File: config.mk
export PLATFORM = sky130hd
export DESIGN_NAME = rec_byte_serializer_flat
export DESIGN_NICKNAME = d
export VERILOG_FILES = /design/src/rtl/rec_byte_serializer_if.sv /design/src/rtl/rec_byte_serializer.sv /design/src/flat_wrapper.sv
export SDC_FILE = /design/constraint.sdc
export NUM_CORES = 1
export LEC_CHECK = 0
export CAP_MARGIN = 40
export CORE_UTILIZATION = 55
export DETAILED_ROUTE_END_ITERATION = 12
export PLACE_DENSITY = 0.76
export REMOVE_ABC_BUFFERS = 1
export SYNTH_ARGS = -nofsm -noshare
export SYNTH_HDL_FRONTEND = slang
export SYNTH_SLANG_ARGS = --single-unit
File: constraint.sdc
create_clock -name i_clk -period 3.1 [get_ports i_clk]
set_input_delay 0.465 -clock i_clk [delete_from_list [all_inputs] [get_ports i_clk]]
set_output_delay 0.465 -clock i_clk [all_outputs]
set_load 0.01 [all_outputs]
File: src/rtl/rec_byte_serializer_if.sv
// rec_byte_serializer_if
//   Word-level valid/ready input bus of the record byte serializer.
//
//   Handshake: the producer holds i_data stable with i_valid high; a word
//   transfers on every rising clock edge where i_valid && o_ready. i_data is
//   ignored on any edge where it does not transfer. o_ready does not depend
//   on i_valid.
//
//   Signals:
//     i_data   DATA_W  payload word          (master -> slave)
//     i_valid  1       i_data is valid       (master -> slave)
//     o_ready  1       slave accepts i_data  (slave  -> master)
interface rec_byte_serializer_if #(
    parameter int DATA_W = 8
);
    logic [DATA_W-1:0] i_data;
    logic              i_valid;
    logic              o_ready;

    modport master (output i_data, output i_valid, input o_ready);
    modport slave  (input i_data, input i_valid, output o_ready);
endinterface

File: src/rtl/rec_byte_serializer.sv
// rec_byte_serializer
//   Buffers record payload words in a small circular FIFO and sends each one
//   as a serial frame on o_ser: start bit (0), DATA_W data bits LSB first,
//   optional even-parity bit, stop bit (1). Each bit lasts CLKS_PER_BIT clocks.
//   Frames stream back to back while words are queued.
//
//   Optional feature: define REC_SER_PARITY_EN to insert a PARITY bit
//   (XOR of the payload) between the last data bit and the stop bit.
//
//   Ports:
//     i_clk         clock, rising edge
//     i_rst_n       synchronous active-low reset
//     bus           slave side of the i_data/i_valid/o_ready handshake
//     o_ser         serial line, idles high
//     o_busy        a frame is in progress (START/DATA/PARITY/STOP)
//     o_frame_done  one-cycle pulse on the last cycle of a stop bit
//     o_level       FIFO occupancy
//     o_state       current FSM state (debug visibility)
module rec_byte_serializer #(
    parameter int DATA_W       = 8,
    parameter int FIFO_DEPTH   = 4,
    parameter int CLKS_PER_BIT = 4
) (
    input  logic                          i_clk,
    input  logic                          i_rst_n,
    rec_byte_serializer_if.slave          bus,
    output logic                          o_ser,
    output logic                          o_busy,
    output logic                          o_frame_done,
    output logic [$clog2(FIFO_DEPTH):0]   o_level,
    output logic [2:0]                    o_state
);
    localparam int PTR_W = $clog2(FIFO_DEPTH);
    localparam int LVL_W = PTR_W + 1;
    localparam int CNT_W = $clog2(CLKS_PER_BIT) + 1;
    localparam int BIT_W = $clog2(DATA_W) + 1;

    typedef enum logic [2:0] {
        IDLE   = 3'd0,
        START  = 3'd1,
        DATA   = 3'd2,
        STOP   = 3'd3
`ifdef REC_SER_PARITY_EN
        ,
        PARITY = 3'd4
`endif
    } state_t;

    // FIFO storage and pointers; depth is a power of two so pointers wrap
    // naturally.
    logic [DATA_W-1:0] mem [FIFO_DEPTH];
    logic [PTR_W-1:0]  wr_ptr;
    logic [PTR_W-1:0]  rd_ptr;
    logic              push;
    logic              pop;
    logic [DATA_W-1:0] head;

    state_t            state, state_n;
    logic [CNT_W-1:0]  cnt, cnt_n;
    logic [BIT_W-1:0]  bit_idx, bit_n;
    logic [DATA_W-1:0] shift, shift_n;
    logic              cnt_last;
    logic              bit_last;
    logic              ser_n;
    logic              busy_n;
    logic              done_n;
`ifdef REC_SER_PARITY_EN
    logic              par, par_n;
`endif

    // Ready decodes only the registered level, so a full FIFO refuses a push
    // even on an edge where the FSM pops.
    assign bus.o_ready = (o_level < LVL_W'(FIFO_DEPTH));
    assign push        = bus.i_valid && bus.o_ready;
    assign head        = mem[rd_ptr];
    assign cnt_last    = (cnt == CNT_W'(CLKS_PER_BIT - 1));
    assign bit_last    = (bit_idx == BIT_W'(DATA_W - 1));
    assign o_state     = state;

    always_ff @(posedge i_clk) begin
        if (i_rst_n && push) begin
            mem[wr_ptr] <= bus.i_data;
        end
    end

    always_ff @(posedge i_clk) begin
        if (!i_rst_n) begin
            wr_ptr  <= '0;
            rd_ptr  <= '0;
            o_level <= '0;
        end else begin
            if (push) wr_ptr <= wr_ptr + PTR_W'(1);
            if (pop)  rd_ptr <= rd_ptr + PTR_W'(1);
            case ({push, pop})
                2'b10:   o_level <= o_level + LVL_W'(1);
                2'b01:   o_level <= o_level - LVL_W'(1);
                default: o_level <= o_level;
            endcase
        end
    end

    always_ff @(posedge i_clk) begin
        if (!i_rst_n) begin
            state        <= IDLE;
            cnt          <= '0;
            bit_idx      <= '0;
            shift        <= '0;
            o_ser        <= 1'b1;
            o_busy       <= 1'b0;
            o_frame_done <= 1'b0;
`ifdef REC_SER_PARITY_EN
            par          <= 1'b0;
`endif
        end else begin
            state        <= state_n;
            cnt          <= cnt_n;
            bit_idx      <= bit_n;
            shift        <= shift_n;
            o_ser        <= ser_n;
            o_busy       <= busy_n;
            o_frame_done <= done_n;
`ifdef REC_SER_PARITY_EN
            par          <= par_n;
`endif
        end
    end

    always_comb begin
        state_n = state;
        cnt_n   = cnt;
        bit_n   = bit_idx;
        shift_n = shift;
        pop     = 1'b0;
`ifdef REC_SER_PARITY_EN
        par_n   = par;
`endif
        case (state)
            IDLE: begin
                if (o_level != '0) begin
                    pop     = 1'b1;
                    shift_n = head;
                    cnt_n   = '0;
                    state_n = START;
`ifdef REC_SER_PARITY_EN
                    par_n   = ^head;
`endif
                end
            end
            START: begin
                if (cnt_last) begin
                    cnt_n   = '0;
                    bit_n   = '0;
                    state_n = DATA;
                end else begin
                    cnt_n = cnt + CNT_W'(1);
                end
            end
            DATA: begin
                if (cnt_last) begin
                    cnt_n   = '0;
                    shift_n = shift >> 1;
                    if (bit_last) begin
`ifdef REC_SER_PARITY_EN
                        state_n = PARITY;
`else
                        state_n = STOP;
`endif
                    end else begin
                        bit_n = bit_idx + BIT_W'(1);
                    end
                end else begin
                    cnt_n = cnt + CNT_W'(1);
                end
            end
`ifdef REC_SER_PARITY_EN
            PARITY: begin
                if (cnt_last) begin
                    cnt_n   = '0;
                    state_n = STOP;
                end else begin
                    cnt_n = cnt + CNT_W'(1);
                end
            end
`endif
            STOP: begin
                if (cnt_last) begin
                    cnt_n = '0;
                    // Chain straight into the next frame when a word waits.
                    if (o_level != '0) begin
                        pop     = 1'b1;
                        shift_n = head;
                        state_n = START;
`ifdef REC_SER_PARITY_EN
                        par_n   = ^head;
`endif
                    end else begin
                        state_n = IDLE;
                    end
                end else begin
                    cnt_n = cnt + CNT_W'(1);
                end
            end
            default: begin
                state_n = IDLE;
                cnt_n   = '0;
            end
        endcase
    end

    // Outputs are registered: decode them from the next-state values.
    always_comb begin
        ser_n = 1'b1;
        case (state_n)
            START:   ser_n = 1'b0;
            DATA:    ser_n = shift_n[0];
`ifdef REC_SER_PARITY_EN
            PARITY:  ser_n = par_n;
`endif
            default: ser_n = 1'b1;
        endcase
        busy_n = (state_n != IDLE);
        done_n = (state_n == STOP) && (cnt_n == CNT_W'(CLKS_PER_BIT - 1));
    end
endmodule

File: src/flat_wrapper.sv
// flat-port wrapper written by rule: the top's interface ports become plain ports
module rec_byte_serializer_flat 
#(
    parameter int DATA_W       = 8,
    parameter int FIFO_DEPTH   = 4,
    parameter int CLKS_PER_BIT = 4
)
  (i_clk, i_rst_n, o_ser, o_busy, o_frame_done, o_level, o_state, bus_i_data, bus_i_valid, bus_o_ready);
  rec_byte_serializer_if #(.DATA_W(DATA_W)) bus_i ();
  input  logic i_clk;
  input  logic i_rst_n;
  output logic o_ser;
  output logic o_busy;
  output logic o_frame_done;
  output logic [$clog2(FIFO_DEPTH):0] o_level;
  output logic [2:0] o_state;
  input wire logic [$bits(bus_i.i_data)-1:0] bus_i_data;
  input wire logic [$bits(bus_i.i_valid)-1:0] bus_i_valid;
  output wire logic [$bits(bus_i.o_ready)-1:0] bus_o_ready;
  assign bus_i.i_data = bus_i_data;
  assign bus_i.i_valid = bus_i_valid;
  assign bus_o_ready = bus_i.o_ready;
  rec_byte_serializer #(.DATA_W(DATA_W), .FIFO_DEPTH(FIFO_DEPTH), .CLKS_PER_BIT(CLKS_PER_BIT)) u_core (.i_clk(i_clk), .i_rst_n(i_rst_n), .bus(bus_i), .o_ser(o_ser), .o_busy(o_busy), .o_frame_done(o_frame_done), .o_level(o_level), .o_state(o_state));
endmodule
==> results of run 1 <==
[kinds of logic (layout without fill, tap and decap cells)]
kind of cell | after synthesis | after routing | synth area share (%)
buf+inv | 19 | 48 | 3.23
compound gates | 44 | 44 | 10.9
simple gates | 61 | 61 | 13.4
fa+ha+maj | 8 | 8 | 4.09
flops | 62 | 62 | 59.3
mux | 9 | 9 | 7.22
other cells | 1 | 1 | 0.142
xor+xnor | 5 | 5 | 1.66
[cell usage in the layout, fill, tap and decap left out, types with 5 or more instances in the layout]
cell             synthesis  routed
edfxtp_1                32      32
clkbuf_8                 0       9
nor2_1                  14      14
and3_1                   7       7
a22oi_1                  6       6
dfxtp_1                 30      30
clkdlybuf4s50_1          0      20
a21oi_1                 14      14
ha_1                     7       7
nor3_1                   5       5
o21a_1                   5       5
inv_1                    9       9
nand3_1                  8       8
mux4_2                   8       8
[worst register-to-register path: stages, from the launching register on]
cell      delay [ps]
dfxtp_1          390
ha_1             310
nand4b_1         140
a211oi_1         390
ha_1             260
inv_1             70
fa_1             390
xor2_1           160
or3_1            310
a21oi_1          150
[metal layers]
metal	routed length, um	GRT usage (%)	up-vias
met5	0	0	-
met3	235	5.70	10
met2	2630	38.0	63
met4	82	13.6	0
met1	2090	26.1	826
li1	-	-	827
[area by class of cell]
cell class | instances | area [sq um]
clock buffers | 9 | 124
clock inverters | 7 | 123
fillers | 301 | 1360
inverters | 10 | 37.5
multi-input cells | 128 | 986
flip-flops and latches | 62 | 1560
well taps | 52 | 65.1
repair buffers | 22 | 215
[final timing paths]
kind / to / from / depth (start not counted) / slack, ps
worst max-delay path: u_core.o_level[2] / u_core.cnt[0] / 9 / 470
worst min-delay path: u_core.shift[1] / u_core.shift[1] / 2 / 470
worst max register to register: u_core.o_level[2] / u_core.cnt[0] / 9 / 470
worst min register to register: u_core.shift[1] / u_core.shift[1] / 2 / 470
[state kept, by name, indices dropped and copies added, names as in the netlist, named ones only]
name	flops
u_core.cnt	3
u_core.wr_ptr	2
u_core.o_frame_done	1
u_core.o_busy	1
u_core.shift	8
u_core.o_level	3
u_core.mem	32
u_core.o_ser	1
u_core.rd_ptr	2
u_core.o_state	3
u_core.bit_idx	4
[stage by stage]
stage               instance area (sq um)  hold slack [ps]  total power (W)
floorplan                            2580              439          0.00142
global placement                     2870              447          0.00157
detailed placement                   2870              462          0.00161
CTS                                  3110              471          0.00248
global route                         3110              498          0.00259
finish                               3110              474          0.00246
[power breakdown]
| part | internal [W] | leakage (nW) | switching, W | total, W |
|---|---|---|---|---|
| registers | 0.000963 | 0.535 | 0.0000984 | 0.00106 |
| clock network | 0.000536 | 0.116 | 0.000333 | 0.000869 |
| logic | 0.000272 | 0.423 | 0.000262 | 0.000534 |
==> results.py, run 1 <==
metrics = {
    "place": {
        "place_ws_ps": 523,
        "placedCellCount": 274,
        "io_buffers": 20,
        "gp_congestion": 0.822,
        "hpwlAfterDp_mm": 3.33,
    },
    "clocking": {
        "clock_latency_ps": 340,
        "clock_sinks": 62,
        "cts_hold_buf": 0,
        "clk_pin_slew_ps": 70,
        "root_buffer": "clkbuf_8",
        "cts_tree": "built",
        "cts_buffers": 9,
        "clk_path_buf_depth": 2,
        "cts_max_level": 3,
        "cts_setup_buffers": 0,
        "cts_resized": 0,
    },
    "timing": {
        "rsz0062_at_grt": "false",
        "timing_hold_violations_final": 0,
        "fin_ws_ps": 465,
        "maxSlewViolCount": 0,
        "finalClockSkew_ps": 5.09,
        "min_period_over_period_pct": 85.0,
        "post-route-min-period_ps": 2630,
        "tightest_slew_ps": 834,
        "fin_tns_setup_ps": 0,
        "slew-limit-headroom_pct": 44.0,
        "setup_viol": 0,
        "timing.fmax_mhz": 380,
    },
    "synthesis": {
        "async_flop_share_pct": 0,
        "synth.area.top_cells": "edfxtp_1 (37%), dfxtp_1 (23%), mux4_2 (6.8%)",
        "synth_top_area_cell": "edfxtp_1",
        "yosysSeqAreaShare_pct": 59.3,
        "synthCells": 209,
        "syn_avg_cell_area_sq_um": 12.6,
        "synth_edf_count": 32,
        "synth_area_sq_um": 2630,
        "synth_warnings": 0,
        "yosysUniqueCellTypes": 48,
        "ys.flop_type": "edfxtp_1",
        "yosysMostFrequentCell": "edfxtp_1",
        "ys_ff_latch": 62,
        "yosys.area.top_type_share_pct": 36.5,
        "synthTopCellsByCount": "edfxtp_1 (32), dfxtp_1 (30), a21oi_1 (14), nor2_1 (14), inv_1 (9)",
    },
    "run_status": {
        "violations": "design-rule violations",
        "outcome": "finished, violations left",
    },
    "power_and_ir_drop": {
        "powerDensity_nw_per_um2": 792,
        "ir_drop_mv": 0.642,
        "p_leak_nw": 1.07,
    },
    "setup_path": {
        "path_max_fanout": 8,
        "crit_top_cell": "ha_1",
        "arrival_ps": 2910,
        "critPathLaunchType": "flip-flop",
        "path_buf_inv": 1,
        "cp-end-kind": "flip-flop",
        "worstSetupPathType": "flip-flop to flip-flop",
        "critical-path-max-stage-delay_ps": 390,
        "worstPathRequired_ps": 3370,
        "path_delay_family": "adder cells",
        "worstPathCellList": "ha_1 > nand4b_1 > a211oi_1 > ha_1 > inv_1 > fa_1 > xor2_1 > or3_1 > a21oi_1",
        "worst_path_max_delay_cell": "dfxtp_1",
    },
    "global_routing": {
        "overflow": 0,
        "grt_max_degree": 17,
        "grt_pass1_wl_mm": 8.29,
        "grt_usage_pct": 22.6,
        "antenna_found_initial": 0,
        "grt_pass1_vias": 1743,
    },
    "layout": {
        "area.growth.synth_to_final_pct": 18.2,
        "drive_above_1_share_pct": 12.6,
        "antenna_cells": 0,
        "fin_util_pct": 69.5,
        "instances_no_fill": 290,
        "fin_nets": 252,
    },
    "floorplan": {
        "die_w_um": 71.2,
        "rows": 24,
        "dieArea_sq_um": 5070,
        "start_util_pct": 58.8,
        "core-area_sq_um": 4470,
        "fp.dieH_um": 71.2,
        "io_pins": 21,
    },
    "routing": {
        "drt-total-wl_mm": 5.04,
        "first_pass_iters": 8,
        "via_per_inst": 5.95,
        "wl_per_cell_um": 17.4,
        "ant_nets": 0,
        "first_iter_violations": 74,
        "drc": 3,
        "vias": 1726,
    },
    "hold_path": {
        "hp-class": "flip-flop to flip-flop",
    },
    "run": {
        "cap_violations": 0,
    },
}
No activity file was read; power rests on OpenSTA's default activity.
==> run 2: changes to the inputs <==
--- a/config.mk
+++ b/config.mk
@@ -6,9 +6,9 @@
 export NUM_CORES = 1
 export LEC_CHECK = 0
 export CAP_MARGIN = 40
-export CORE_UTILIZATION = 55
+export CORE_UTILIZATION = 51
 export DETAILED_ROUTE_END_ITERATION = 12
-export PLACE_DENSITY = 0.76
+export PLACE_DENSITY = 0.74
 export REMOVE_ABC_BUFFERS = 1
 export SYNTH_ARGS = -nofsm -noshare
 export SYNTH_HDL_FRONTEND = slang
==> constraint.sdc (replaced) <==
create_clock -name i_clk -period 2.4 [get_ports i_clk]
set_input_delay 0.36 -clock i_clk [delete_from_list [all_inputs] [get_ports i_clk]]
set_output_delay 0.36 -clock i_clk [all_outputs]
set_load 0.01 [all_outputs]
==> results.py, run 2 (same netlist as run 1, synthesis figures left out) <==
metrics = {
    "power_and_ir_drop": {
        "powerDensity_nw_per_um2": 912,
        "p_leak_nw": 1.09,
        "ir_drop_mv": 0.450,
    },
    "layout": {
        "layout_commonest_cell": "edfxtp_1",
        "area.growth.synth_to_final_pct": 18.9,
        "top_register": "u_core.mem",
        "post-route-cell-area_sq_um": 3130,
        "n_fill_cell": 370,
        "largest_reg_flops": 32,
        "fin_util_pct": 64.6,
        "drive_above_1_share_pct": 16.2,
        "antenna_cells": 0,
        "reg_top3": "u_core.mem (32), u_core.shift (8), u_core.bit_idx (4)",
        "fin_nets": 261,
        "final_cell_mix": "edfxtp_1 (32), dfxtp_1 (30), clkdlybuf4s50_1 (20)",
    },
    "floorplan": {
        "fp.dieH_um": 73.8,
        "dieArea_sq_um": 5450,
        "rows": 25,
        "die_w_um": 73.8,
        "core-area_sq_um": 4850,
        "start_util_pct": 54.3,
        "io_pins": 21,
    },
    "timing": {
        "timing.fmax_mhz": 451,
        "tightest_slew_ps": 532,
        "slew-limit-headroom_pct": 64.5,
        "whs_ps": 469,
        "min_period_over_period_pct": 92.3,
        "setup_viol": 0,
        "post-route-min-period_ps": 2220,
        "fin_tns_setup_ps": 0,
        "maxSlewViolCount": 0,
        "timing_hold_violations_final": 0,
        "rsz0062_at_grt": "false",
        "finalClockSkew_ps": 6.04,
    },
    "run": {
        "cap_violations": 0,
    },
    "place": {
        "io_buffers": 20,
        "placed_area_sq_um": 2950,
        "hpwlAfterDp_mm": 3.24,
        "gp_congestion": 0.858,
    },
    "hold_path": {
        "hp-class": "flip-flop to flip-flop",
    },
    "setup_path": {
        "worst_path_max_delay_cell": "fa_1",
        "path_buf_inv": 1,
        "cp-end-kind": "flip-flop",
        "arrival_ps": 2490,
        "path_delay_family": "adder cells",
        "crit_top_cell": "ha_1",
        "worstPathCellList": "ha_1 > nand4b_1 > a211oi_2 > ha_1 > inv_1 > fa_1 > xor2_1 > or3_1 > a21oi_1",
        "worstSetupPathType": "flip-flop to flip-flop",
        "critical-path-max-stage-delay_ps": 380,
        "path_max_fanout": 2,
        "worstPathRequired_ps": 2670,
        "ff2ff_setup_slack_ps": 180,
        "critPathLaunchType": "flip-flop",
    },
    "routing": {
        "drt-total-wl_mm": 4.61,
        "first_pass_iters": 4,
        "drc": 0,
        "via_per_inst": 5.51,
        "wl_per_cell_um": 14.7,
        "first_iter_violations": 98,
        "ant_nets": 0,
        "vias": 1730,
    },
    "global_routing": {
        "overflow": 0,
        "antenna_found_initial": 0,
        "grt_pass1_wl_mm": 7.62,
        "grt_max_degree": 17,
        "grt_usage_pct": 19.7,
        "grt_pass1_vias": 1623,
    },
    "clocking": {
        "root_buffer": "clkbuf_8",
        "cts_buffers": 9,
        "clock_sinks": 62,
        "cts_tree": "built",
        "cts_max_level": 3,
        "clk_pin_slew_ps": 70,
        "cts_hold_buf": 0,
        "clock_latency_ps": 340,
        "clk_path_buf_depth": 2,
    },
    "run_status": {
        "outcome": "complete, no violations",
    },
}
run 2: path summary, 6_finish.rpt:
path	end	start	cells past startpoint
setup / recovery	u_core.o_level[2]	u_core.cnt[0]	9
setup reg to reg	u_core.o_level[2]	u_core.cnt[0]	9
hold / removal	u_core.shift[5]	u_core.shift[5]	2
hold reg to reg	u_core.shift[5]	u_core.shift[5]	2
run 2: report_power, final:
| part | switching [W] | internal [W] |
|---|---|---|
| combinational | 0.000346 | 0.000365 |
| clock | 0.000413 | 0.000374 |
| sequential | 0.000112 | 0.00124 |
run 2: routing by layer:
layer / global-route usage (%) / part of all wire [%]
met1: 25.3 / 46
met2: 31.3 / 47
met3: 4.12 / 4.3
met4: 10.9 / 1.8
met5: 0 / 0
run 2: area by class of cell:
| cell class | instances | area, sq um | area share [%] |
|---|---|---|---|
| clock buffers | 9 | 124 | 3.96 |
| flip-flops and latches | 62 | 1560 | 49.9 |
| well taps | 67 | 83.8 | 2.68 |
| clock inverters | 7 | 50.0 | 1.60 |
| inverters | 10 | 37.5 | 1.20 |
| repair buffers | 31 | 283 | 9.03 |
| multi-input cells | 128 | 991 | 31.7 |
run 2: metrics by stage:
step,setup WS [ps],power (W),std cells
detailed placement,115,0.00209,298
floorplan,-514,0.00184,200
finish,185,0.00285,314
CTS,94.7,0.00288,314
global route,72.6,0.00302,314
global placement,173,0.00207,298
run 2: what timing repair did:
item,in CTS,in global routing
gates resized for setup,0,1
setup buffers,0,0
setup endpoints to repair,0,1
run 2: worst min-delay path, stage by stage, from the launching register on:
cell	delay (ps)
dfxtp_1	310
nand3_1	60
a21oi_1	50
